## src/rtl/cpu_clock_ctrl.sv

```systemverilog
// cpu_clock_ctrl: generates the CPU clock-enable pulse for a hobby CPU.
// A free-running divider produces ticks in RUN; the CPU can be paused,
// single-stepped from a debounced push button, or stopped at a breakpoint.
`timescale 1ns/1ps
module cpu_clock_ctrl #(
  parameter int WIDTH           = 25,
  parameter int PC_WIDTH        = 8,
  parameter int DEBOUNCE_CYCLES = 16
) (
  input  logic                clock,
  input  logic                reset,
  input  logic [1:0]          run_mode,
  input  logic [4:0]          div_sel,
  input  logic                step_key,
  input  logic                bp_en,
  input  logic [PC_WIDTH-1:0] bp_addr,
  input  logic [PC_WIDTH-1:0] pc,
  output logic                cpu_tick,
  output logic                cpu_clock,
  output logic                halted,
  output logic                bp_hit,
  output logic [15:0]         tick_count
);

  localparam int DBW = $clog2(DEBOUNCE_CYCLES) + 1;

  typedef enum logic [1:0] {
    ST_RUN     = 2'd0,
    ST_HALT    = 2'd1,
    ST_BP_HALT = 2'd2
  } state_t;

  state_t           state_q, state_d;
  logic [WIDTH-1:0] cnt_q, cnt_d;
  logic             tick_q, tick_d;
  logic [15:0]      tick_count_q, tick_count_d;
  logic             db_key_q, db_key_d;
  logic [DBW-1:0]   db_cnt_q, db_cnt_d;
  logic             step_req_q, step_req_d;
  logic             bp_armed_q, bp_armed_d;
  logic             halted_q, halted_d;
  logic             bp_hit_q, bp_hit_d;

  logic [4:0]       tap_s;
  logic [WIDTH-1:0] mask_s;
  logic             tap_bit_s;
  logic             roll_s;
  logic             bp_match_s;

  // Clamp the divider tap and build the rollover mask for bits [tap:0].
  always_comb begin
    mask_s    = '0;
    tap_bit_s = 1'b0;
    if (int'(div_sel) >= WIDTH) begin
      tap_s = 5'(WIDTH - 1);
    end else begin
      tap_s = div_sel;
    end
    for (int i = 0; i < WIDTH; i++) begin
      mask_s[i] = (i <= int'(tap_s));
      if (i == int'(tap_s)) begin
        tap_bit_s = cnt_q[i];
      end else begin
        tap_bit_s = tap_bit_s;
      end
    end
    roll_s     = &(cnt_q | ~mask_s);
    bp_match_s = bp_en && bp_armed_q && (pc == bp_addr);
  end

  // Next-state logic: debouncer, breakpoint arming, run/halt FSM, tick counter.
  always_comb begin
    state_d      = state_q;
    cnt_d        = cnt_q;
    tick_d       = 1'b0;
    db_key_d     = db_key_q;
    db_cnt_d     = '0;
    bp_armed_d   = bp_armed_q;

    // A level change is accepted only after it has held for the full window.
    if (step_key != db_key_q) begin
      if (db_cnt_q == DBW'(DEBOUNCE_CYCLES - 1)) begin
        db_key_d = step_key;
        db_cnt_d = '0;
      end else begin
        db_cnt_d = db_cnt_q + DBW'(1);
      end
    end else begin
      db_cnt_d = '0;
    end
    step_req_d = db_key_d & ~db_key_q;

    // Re-arm once the CPU has been anywhere other than the breakpoint.
    if (pc != bp_addr) begin
      bp_armed_d = 1'b1;
    end else begin
      bp_armed_d = bp_armed_q;
    end

    case (state_q)
      ST_RUN: begin
        cnt_d = cnt_q + WIDTH'(1);
        // Breakpoint beats a mode change, which beats a rollover tick.
        if (bp_match_s) begin
          state_d = ST_BP_HALT;
        end else if (run_mode != 2'b00) begin
          state_d = ST_HALT;
        end else if (roll_s) begin
          tick_d = 1'b1;
        end else begin
          tick_d = 1'b0;
        end
      end
      ST_HALT: begin
        if (run_mode == 2'b00) begin
          state_d = ST_RUN;
          cnt_d   = '0;
        end else if ((run_mode == 2'b10) && step_req_q) begin
          tick_d = 1'b1;
        end else begin
          tick_d = 1'b0;
        end
      end
      ST_BP_HALT: begin
        // Only a step press leaves the breakpoint; run_mode picks the exit.
        if (step_req_q) begin
          tick_d     = 1'b1;
          bp_armed_d = 1'b0;
          if (run_mode == 2'b00) begin
            state_d = ST_RUN;
          end else begin
            state_d = ST_HALT;
          end
        end else begin
          state_d = ST_BP_HALT;
        end
      end
      default: begin
        state_d = ST_HALT;
      end
    endcase

    tick_count_d = tick_count_q + {15'd0, tick_q};
    halted_d     = (state_d != ST_RUN);
    bp_hit_d     = (state_d == ST_BP_HALT);
  end

  // All state, with synchronous reset taking priority over every event.
  always_ff @(posedge clock) begin
    if (reset) begin
      state_q      <= ST_HALT;
      cnt_q        <= '0;
      tick_q       <= 1'b0;
      tick_count_q <= 16'd0;
      db_key_q     <= 1'b0;
      db_cnt_q     <= '0;
      step_req_q   <= 1'b0;
      bp_armed_q   <= 1'b1;
      halted_q     <= 1'b1;
      bp_hit_q     <= 1'b0;
    end else begin
      state_q      <= state_d;
      cnt_q        <= cnt_d;
      tick_q       <= tick_d;
      tick_count_q <= tick_count_d;
      db_key_q     <= db_key_d;
      db_cnt_q     <= db_cnt_d;
      step_req_q   <= step_req_d;
      bp_armed_q   <= bp_armed_d;
      halted_q     <= halted_d;
      bp_hit_q     <= bp_hit_d;
    end
  end

  // LED clock: divider tap while running, otherwise mirrors the tick pulse.
  always_comb begin
    if (state_q == ST_RUN) begin
      cpu_clock = tap_bit_s;
    end else begin
      cpu_clock = tick_q;
    end
  end

  assign cpu_tick   = tick_q;
  assign halted     = halted_q;
  assign bp_hit     = bp_hit_q;
  assign tick_count = tick_count_q;

endmodule

```

## config.mk

```make
export PLATFORM = sky130hd
export DESIGN_NAME = cpu_clock_ctrl
export DESIGN_NICKNAME = d
export VERILOG_FILES = /design/src/rtl/cpu_clock_ctrl.sv
export SDC_FILE = /design/constraint.sdc
export NUM_CORES = 1
export LEC_CHECK = 0
export ABC_AREA = 0
export BUFFER_PORTS_ARGS = -buffer_cell sky130_fd_sc_hd__buf_2
export CORE_UTILIZATION = 52
export DETAILED_ROUTE_END_ITERATION = 8
export PLACE_DENSITY_LB_ADDON = 0.15
export SLEW_MARGIN = 40
export SYNTH_ARGS = -nofsm -noshare
export SYNTH_HDL_FRONTEND = slang
export SYNTH_SLANG_ARGS = --single-unit
```

## constraint.sdc

```tcl
create_clock -name clock -period 1.9 [get_ports clock]
set_input_delay 0.095 -clock clock [delete_from_list [all_inputs] [get_ports clock]]
set_output_delay 0.095 -clock clock [all_outputs]
set_load 0.005 [all_outputs]
```

==> flow_summary_export.csv <==
group,metric,value,unit
outcome,outcome,"finished with violations",
outcome,violations,"setup timing",
yosys,synth-async-reset-ratio,0,%
setup_path,path_max_fanout,2,
global_routing,track_usage,25.55,%
clock_network,clock-root-buffer,"clkbuf_8",
global_routing,grt_max_degree,51,
drt,wl_met2,3976,um
floorplan,start_util,53.87,%
pwr,power.density,523.2,nW/um2
setup_path,endpoint,"cpu_clock",
cells_and_area,fillers,527,
place,dpl.hpwl,5769,um
timing,fin_crit,1.962,ns
yosys,synthCells,399,
setup_path,critPathCaptureType,"primary output",
timing,clock_skew,0.01265,ns
timing,hold_viol,0,
cells_and_area,most-common-layout-cells,"51 x dfxtp_1, 46 x buf_2, 43 x nor2_1",
timing,finalWorstSetupSlack,-0.06249,ns
floorplan,row_count,28,
drt,num_vias,3167,
clock_network,clockBufferDepth,2,
clock_network,h-tree-depth,2,
cells_and_area,nets,488,
drt,met1_length,3665,um
floorplan,core_area,5921,um2
drt,drt-initial-drc-count,170,
drt,met3WireLength,385,um
clock_network,cts_hold_buf,0,
place,place_area,3598,um2
clock_network,insertion_delay,0.30,ns
timing,max_slew_margin,66.12,%
setup_path,cp-start-kind,"register",
drt,drc,0,
drt,viasPerCell,5.964,
timing,worst_pin_slew,0.5081,ns
place,portBuffers,46,
global_routing,grt_first_pass_wirelength,12890,um
pwr,ir_drop,0.0004965,V
cells_and_area,fin_area,3780,um2
setup_path,r2r-start,"cnt_q[1]",
cells_and_area,insertedDiodeCount,0,
yosys,synth-main-ff-cell,"dfxtp_1",
setup_path,r2r_cells,6,
timing,drv_slew,0,
clock_network,cts_tree,"done",
job,cap_violations,0,
yosys,syn_nets,431,
clock_network,clock-sinks,54,
yosys,synth_edf_count,0,
place,place.gp.congestion,0.8555,
setup_path,r2r_setup_slack,0,ns
setup_path,cp.required,1.80,ns
yosys,ys_ff_latch,54,
drt,routed.top_layer,"met4",
floorplan,die_w,80.32,um
clock_network,clk_pin_slew,0.09,ns
yosys,yosys_warnings,0,
floorplan,dieArea,6451,um2
clock_network,cts_buffers,5,
cells_and_area,drive_gt1_share,26.10,%
cells_and_area,multi_input_area,1986,um2
cells_and_area,fin_util,63.84,%
global_routing,first_global_vias,2765,
cells_and_area,final_common_cell,"dfxtp_1",
floorplan,design.portCount,47,
timing,rsz0062_at_grt,"true",
floorplan,die_y,80.32,um
timing,fin_crit_sh,103.3,%
yosys,avgSynthCellArea,7.993,um2
setup_path,r2r-end,"cnt_q[23]",
drt,wl_per_cell,15.32,um
cells_and_area,seq_area,1087,um2
drt,ant_nets,0,
drt,firstDrtPassIters,4,
yosys,synth.distinct_cells,60,
timing,fmaxAchievable,509.6,MHz
setup_path,worstPathArrival,1.87,ns
timing,setup_violations,1,
global_routing,grt_overflow,0,
cells_and_area,area_growth,18.52,%
yosys,synth_area,3189,um2
pwr,p_leak,1.452,nW
setup_path,worstSetupStartpoint,"cnt_q[3]",
setup_path,crit_type,"register to primary output",
drt,routed_wl,8136,um
yosys,seq_area_frac_synth,33.90,%
min_path,hp-class,"input port to register",
global_routing,antenna_found_initial,0,
place,dp_slack,-0.02845,ns
[per-layer routing]
metal | global-route usage (%) | vias up
met5 | 0 | -
met4 | 7.143 | 0
met3 | 4.091 | 10
met2 | 42.14 | 99
met1 | 34.38 | 1499
li1 | - | 1559
[through the flow]
step | hold slack [ns] | TNS [ns] | power [mW] | std cells
2_1_floorplan | 0.2134 | 0 | 1.306 | 399
3_3_place_gp | 0.3676 | -0.008003 | 1.372 | 520
3_5_place_dp | 0.3598 | -0.04095 | 1.376 | 520
4_1_cts | 0.04678 | -0.1080 | 1.990 | 530
5_1_grt | 0.07094 | -0.2705 | 2.070 | 531
6_report | 0.05888 | -0.06249 | 1.978 | 531
[worst min path at each step]
stage                           start      to  cells after the start
after global routing      run_mode[0]  halted                      3
after floorplan           run_mode[1]  halted                      2
after detailed placement  run_mode[0]  halted                      3
after global placement    run_mode[0]  halted                      3
final                     run_mode[0]  halted                      3
after CTS                 run_mode[0]  halted                      3
[Yosys cell counts (all sizes together), types with 6 or more instances]
cell type	count	area, um2
nor2b	6	37.54
or3	9	58.80
and3	9	61.31
nand3	23	127.6
inv	8	30.03
nand4	9	71.32
nor2	44	181.4
a21oi	42	210.2
dfxtp	54	1081
mux2i	6	60.06
a31oi	6	37.54
xor2	21	183.9
clkbuf	23	90.08
o21ai	16	80.08
buf	8	57.55
nor3	9	45.04
nand2b	6	37.54
o211ai	8	60.06
nand2	25	93.84
[where the power goes]
group | switching [mW] | internal [mW] | total, mW
Sequential | 0.00585 | 1.13 | 1.14
Combinational | 0.134 | 0.0835 | 0.217
Clock | 0.364 | 0.255 | 0.620
Total | 0.504 | 1.47 | 1.98
[cell families (layout without fill, tap and decap cells)]
| logic type | count (synthesis) | after routing | share of synthesized area [%] |
|---|---|---|---|
| buffers and inverters | 39 | 96 | 5.570 |
| AOI/OAI and AO/OA | 102 | 102 | 19.85 |
| adders and majority gates | 5 | 5 | 1.962 |
| xor gates and xnor gates | 25 | 25 | 6.865 |
| muxes | 10 | 10 | 3.766 |
| and+or+nand+nor | 164 | 164 | 28.09 |
| DFF | 54 | 54 | 33.90 |
[state kept, by name (all words and copies together) (netlist names)]
name,flops
tick_count,16
cnt_q,25
state_q,2
step_req_q,1
halted,1
db_cnt_q,5
cpu_tick,1
db_key_q,1
bp_armed_q,1
bp_hit,1
[final cells by class]
class / instances / area share (%)
inverters: 8 / 0.7944
flip-flops and latches: 54 / 28.77
well taps: 75 / 2.483
clock buffers: 5 / 1.821
repair buffers: 81 / 13.24
multi-input cells: 306 / 52.53
clock inverters: 2 / 0.3641
[worst max-delay path: stages, from the launching register on]
cell and delay, ns:
dfxtp_2 0.34, buf_6 0.11, mux4_2 0.46, o211ai_1 0.20, o311ai_1 0.12, o21ai_1 0.13
a21oi_1 0.08, buf_2 0.13
[timing repair]
| action | in CTS | in global routing |
|---|---|---|
| gates cloned | 0 | 0 |
| buffers inserted | 3 | 1 |
| setup endpoints to repair | 5 | 8 |
| resized for setup | 11 | 10 |
| pin swaps | 5 | 6 |
(Power assumes the default switching activity.)
